<file path="config.mk">
export PLATFORM = sky130hd
export DESIGN_NAME = div_unit
export DESIGN_NICKNAME = d
export VERILOG_FILES = /design/src/rtl/div_unit_pkg.sv /design/src/rtl/div_unit_step.sv /design/src/rtl/div_unit.sv
export SDC_FILE = /design/constraint.sdc
export NUM_CORES = 1
export LEC_CHECK = 0
export ABC_CLOCK_PERIOD_IN_PS = 5400
export CAP_MARGIN = 20
export CORE_UTILIZATION = 50
export CTS_BUF_LIST = sky130_fd_sc_hd__clkbuf_16
export CTS_CLUSTER_DIAMETER = 120
export DETAILED_ROUTE_END_ITERATION = 8
export PLACE_DENSITY_LB_ADDON = 0.25
export REMOVE_ABC_BUFFERS = 1
export SLEW_MARGIN = 20
export SYNTH_ARGS = -nofsm -noshare
export SYNTH_HDL_FRONTEND = slang
export SYNTH_SLANG_ARGS = --single-unit
export TNS_END_PERCENT = 50
</file>
<file path="constraint.sdc">
create_clock -name clk -period 5.4 [get_ports clk]
set_clock_uncertainty 0.2 [all_clocks]
set_input_delay 1.08 -clock clk [delete_from_list [all_inputs] [get_ports clk]]
set_output_delay 1.08 -clock clk [all_outputs]
set_load 0.005 [all_outputs]
</file>
<file path="src/rtl/div_unit_pkg.sv">
// Shared definitions for the EX-stage divider: bus width, counter width and FSM encodings.
package div_unit_pkg;

  localparam int DATA_BUS_WIDTH = 32;
  localparam int DIV_CNT_WIDTH  = 6;

  typedef enum logic [1:0] {
    DIV_IDLE = 2'd0,
    DIV_CALC = 2'd1,
    DIV_DONE = 2'd2
  } div_state_e;

  // Snapshot of the control state for checkers and debug visibility.
  typedef struct packed {
    div_state_e                 state;
    logic [DIV_CNT_WIDTH-1:0]   cnt;
  } div_dbg_t;

endpackage

</file>
<file path="src/rtl/div_unit_step.sv">
// One combinational restoring-division iteration on a {rem, quo} pair.
module div_step
  import div_unit_pkg::*;
#(
  parameter int WIDTH = DATA_BUS_WIDTH
) (
  input  logic [WIDTH-1:0] rem_i,
  input  logic [WIDTH-1:0] quo_i,
  input  logic [WIDTH-1:0] div_i,
  output logic [WIDTH-1:0] rem_o,
  output logic [WIDTH-1:0] quo_o
);

  // One extra bit: the shifted remainder can reach 2*divisor-1.
  logic [WIDTH:0] rem_sh;
  logic [WIDTH:0] diff;

  always_comb begin
    rem_sh = {rem_i, quo_i[WIDTH-1]};
    diff   = rem_sh - {1'b0, div_i};
    quo_o  = {quo_i[WIDTH-2:0], 1'b0};
    rem_o  = rem_sh[WIDTH-1:0];
    if (rem_sh >= {1'b0, div_i}) begin
      rem_o    = diff[WIDTH-1:0];
      quo_o[0] = 1'b1;
    end
  end

endmodule

</file>
<file path="src/rtl/div_unit.sv">
// Multi-cycle radix-2 restoring divider for MIPS DIV/DIVU (quotient on lo_out, remainder on hi_out).
// Optional macro DIV_EARLY_OUT_EN: finish in one cycle when |divisor| > |dividend|.
module div_unit
  import div_unit_pkg::*;
#(
  parameter int WIDTH = DATA_BUS_WIDTH
) (
  input  logic             clk,
  input  logic             rst,
  input  logic             start,
  input  logic             is_signed,
  input  logic             flush,
  input  logic [WIDTH-1:0] dividend,
  input  logic [WIDTH-1:0] divisor,
  output logic             stall_req,
  output logic             hilo_write_en,
  output logic [WIDTH-1:0] hi_out,
  output logic [WIDTH-1:0] lo_out,
  output div_dbg_t         dbg_o
);

  localparam logic [DIV_CNT_WIDTH-1:0] CNT_LAST = DIV_CNT_WIDTH'(WIDTH - 1);

  div_state_e               state_q;
  logic [DIV_CNT_WIDTH-1:0] cnt_q;
  logic [WIDTH-1:0]         rem_q, quo_q, dvs_q;
  logic [WIDTH-1:0]         hi_q, lo_q;
  logic                     quo_neg_q, rem_neg_q;

  logic             dvd_neg, dvs_neg;
  logic [WIDTH-1:0] dvd_mag, dvs_mag;
  logic             accept, dvs_zero, early;
  logic [WIDTH-1:0] step_rem, step_quo;

  div_step #(.WIDTH(WIDTH)) u_step (
    .rem_i (rem_q),
    .quo_i (quo_q),
    .div_i (dvs_q),
    .rem_o (step_rem),
    .quo_o (step_quo)
  );

  always_comb begin
    dvd_neg  = is_signed & dividend[WIDTH-1];
    dvs_neg  = is_signed & divisor[WIDTH-1];
    dvd_mag  = dvd_neg ? -dividend : dividend;
    dvs_mag  = dvs_neg ? -divisor : divisor;
    accept   = (state_q == DIV_IDLE) && start && !flush;
    dvs_zero = (divisor == '0);
`ifdef DIV_EARLY_OUT_EN
    early    = !dvs_zero && (dvs_mag > dvd_mag);
`else
    early    = 1'b0;
`endif
  end

  // Handshake: the pipeline holds start high while stall_req is high; the
  // operation is taken on the first edge with start && !flush in IDLE, and the
  // result is presented for exactly one cycle (hilo_write_en) with stall_req low
  // so the same instruction advances. flush cancels in any state.
  always_ff @(posedge clk or negedge rst) begin
    if (!rst) begin
      state_q   <= DIV_IDLE;
      cnt_q     <= '0;
      rem_q     <= '0;
      quo_q     <= '0;
      dvs_q     <= '0;
      hi_q      <= '0;
      lo_q      <= '0;
      quo_neg_q <= 1'b0;
      rem_neg_q <= 1'b0;
    end else if (flush) begin
      state_q <= DIV_IDLE;
    end else begin
      case (state_q)
        DIV_IDLE: begin
          if (start) begin
            rem_q     <= '0;
            quo_q     <= dvd_mag;
            dvs_q     <= dvs_mag;
            quo_neg_q <= dvd_neg ^ dvs_neg;
            rem_neg_q <= dvd_neg;
            cnt_q     <= '0;
            if (dvs_zero) begin
              lo_q    <= '1;
              hi_q    <= dividend;
              state_q <= DIV_DONE;
            end else if (early) begin
              lo_q    <= '0;
              hi_q    <= dividend;
              state_q <= DIV_DONE;
            end else begin
              state_q <= DIV_CALC;
            end
          end
        end
        DIV_CALC: begin
          rem_q <= step_rem;
          quo_q <= step_quo;
          cnt_q <= cnt_q + 1'b1;
          if (cnt_q == CNT_LAST) begin
            lo_q    <= quo_neg_q ? -step_quo : step_quo;
            hi_q    <= rem_neg_q ? -step_rem : step_rem;
            state_q <= DIV_DONE;
          end
        end
        DIV_DONE: state_q <= DIV_IDLE;
        default:  state_q <= DIV_IDLE;
      endcase
    end
  end

  // Gated by rst so a held start cannot raise stall_req during reset.
  assign stall_req     = rst && (accept || ((state_q == DIV_CALC) && !flush));
  assign hilo_write_en = rst && (state_q == DIV_DONE) && !flush;
  assign hi_out        = hi_q;
  assign lo_out        = lo_q;
  assign dbg_o         = '{state: state_q, cnt: cnt_q};

endmodule

</file>
==> metrics, run 1 <==
LEAKAGE about 6 nW; Clock Latency Late Sink 0.44 ns; WP data required about 5.6 ns; WP data arrival 5.28 ns; I/O pin total around 140; syn_area_per_cell 8.14 um^2; number of flops mapped to enable cells by yosys 0; R2R depth 21; leading area contributor after synthesis dfrtp_1; first-pass detailed-route iteration total 7; clk sink count 170; met2 routed WL 17.1 mm; met3 WL 1.68 mm; Vias 11800; CTS buffer count 17; initial antenna violation count 1; Synth Register Bits 170; CP Max Fanout 8; Die Area 25700 um^2; Reg clk slew, reported paths 0.08 ns; CP Launch Type flop; Main synth FF type dfrtp_1; Worst Hold End hi_out[27]; Syn Std Cell Area 12500 um^2; slew margin rel. 0.231; Max Slew Vio Count 0; worst vdd ir 0.000229 V; Port Buffers 142; Yosys top cell area share 0.340; gpl congestion 0.893; final hold vios 0; CP endpoint kind flop; Row Count 57; Routed WL per cell about 18 um; sequential area share after synthesis 0.340; CTS tree yes; worst reg2reg endpoint hi_out[30]; Final Setup Violations 0; hold-fix buffer count after cts 0; hold crit path type flop to flop; DR iter-0 viols around 830; number of max-cap violations 0; Hold Path Origin hi_out[27]; total power per unit cell area 452 nW/um^2; FMAX 196 MHz; core area 24500 um^2; worst-margin pin slew 1.15 ns; worst hold stages 2; Setup CP Type flop to flop; outcome completed; Worst Hold Slack 0.281 ns; largest net degree at the start of global routing 102; Met1 Wirelength 16.6 mm; clk buf depth 2; initial core utilization 0.512; design area 15000 um^2; worst r2r src rem_q[1]; Layout area overhead 19.5%; Final period util 0.943; Yosys cell types 90; root buffer cell clkbuf_16; number of remaining DRC errors 0; Vias per Instance slightly below 6; first-pass GRT wire length 59.7 mm; Final Routed Wirelength around 36 mm; most frequent cell after synthesis nor2_1; antenna viol nets, final 0; vias in the first global route 11300; FFs w/ async S/R, synth 1.00; Ant. Diodes 0; Filler Cells Inserted about 2200; H-Tree Depth 4; number of nets in the layout around 1800; Syn. warnings 0; Core Util, Final 0.612; setup TNS 0 ns; Final Critical Period 5.09 ns; synth top area cells dfrtp_1 34%, a21oi_1 7.4%, nor2_1 5.5%; uppermost layer routed met5; most frequent cells after synthesis 185 x nor2_1, 184 x a21oi_1, 170 x dfrtp_1; register area 4260 um^2; placed cell area ~14000 um^2; layout cells sized above 1 0.0833; Final HPWL DP 27.9 mm; Multi-input gate area 7760 um^2; total global-route track usage 0.291; Die Span Y 160 um; post-synthesis cell count 1539; GR Overflow Total 0; DIE WIDTH 160 um; R2R Setup Slk 0.31 ns
==> placed cells by master, fill, tap and decap left out, types with 9 or more instances in the layout <==
cell type        instances
nor2_1                 185
a21oi_1                184
dfrtp_1                169
nand2_1                150
clkdlybuf4s50_1        141
o21ai_0                125
xor2_1                  74
xnor2_1                 58
inv_1                   51
a31oi_1                 42
buf_4                   39
ha_1                    32
nor3_1                  29
nand3_1                 27
mux2i_1                 21
or3_1                   19
o31ai_1                 19
clkbuf_16               17
nor4_1                  15
and3_1                  15
nand4_1                 14
o21ai_1                 12
or4_1                   12
and2_1                  11
nand2b_1                11
nand3b_1                10
a22o_1                  10
a21o_1                   9
o211ai_1                 9
==> routing by layer <==
layer / up-vias / global-route usage
li1: 5750 / -
met1: 5573 / 0.398
met2: 369 / 0.471
met3: 68 / 0.0348
met4: 2 / 0.109
met5: - / 0
==> layout make-up <==
type,count,share of cell area
multi-input combinational,1232,0.519
clock inverter,15,0.0123
inverter,52,0.0131
sequential,170,0.284
timing repair buffer,182,0.116
clock buffer,17,0.0284
tap,324,0.0271
==> what timing repair did <==
| item | CTS | global route |
|---|---|---|
| endpoints found under the hold margin | 0 | 0 |
| buffers inserted | 0 | 6 |
| endpoints found under the setup margin | 0 | 9 |
| gates resized for setup | 0 | 18 |
==> worst max path at each step <==
stage | from | end | slack, ns | cells after the start
2_1_floorplan | flush | dvs_q[0] | -2.14 | 2
4_1_cts | rem_q[1] | hi_out[26] | 0.09 | 20
3_5_place_dp | rem_q[1] | hi_out[26] | 0.16 | 20
3_3_place_gp | rem_q[1] | hi_out[26] | 0.27 | 20
6_report | rem_q[1] | hi_out[30] | 0.31 | 21
5_1_grt | dvs_q[1] | hi_out[30] | -0.004 | 22
==> power breakdown <==
group,switching (mW),leakage (nW),internal [mW]
Combinational,1.78,3.75,1.47
Sequential,0.482,2.02,1.74
Clock,0.595,0.294,0.701
==> through the flow <==
step | total power [mW] | worst slack, ns | cells
6_report | 6.76 | 0.307 | 1992
2_1_floorplan | 4.10 | -2.14 | 1454
3_5_place_dp | 5.39 | 0.161 | 1954
5_1_grt | 7.25 | -0.00421 | 1992
3_3_place_gp | 5.32 | 0.266 | 1954
4_1_cts | 6.69 | 0.0857 | 1986
==> worst max-delay path: stages (launching register included) <==
cell and delay (ns):
dfrtp_1 0.45, ha_4 0.29, or2_2 0.32, o211ai_2 0.11
a21oi_2 0.10, o21a_2 0.26, o311ai_4 0.28, nand2_4 0.13
clkinv_2 0.10, mux2i_4 0.25, ha_2 0.21, inv_1 0.05
or4b_2 0.64, nor3b_2 0.24, buf_4 0.18, nor4b_4 0.20
a31oi_2 0.09, o41ai_4 0.49, buf_4 0.17, nand3b_1 0.06
mux2i_1 0.12, or2_1 0.11
==> flip-flops by register name, summed over array words and instances (netlist names) <==
signal and count:
lo_out 32, quo_q 32, quo_neg_q 1, dvs_q 32, cnt_q 6, hi_out 32
rem_q 32, state_q 2, rem_neg_q 1
==> cell families after synthesis <==
group / synth area share
AOI/OAI and AO/OA: 0.245
xor gates and xnor gates: 0.0936
adders and majority gates: 0.0386
buffers and inverters: 0.0488
DFF: 0.340
muxes: 0.0260
and+or+nand+nor: 0.208
Note: power is estimated with default switching activity, not from simulation.
==> run 2: changes to the inputs <==
--- a/config.mk
+++ b/config.mk
@@ -11,6 +11,7 @@
 export CTS_BUF_LIST = sky130_fd_sc_hd__clkbuf_16
 export CTS_CLUSTER_DIAMETER = 120
 export DETAILED_ROUTE_END_ITERATION = 8
+export HOLD_SLACK_MARGIN = 0.03
 export PLACE_DENSITY_LB_ADDON = 0.25
 export REMOVE_ABC_BUFFERS = 1
 export SLEW_MARGIN = 20
==> results of run 2 <==
Final layout, timing and power as in run 1 (identical DEF).
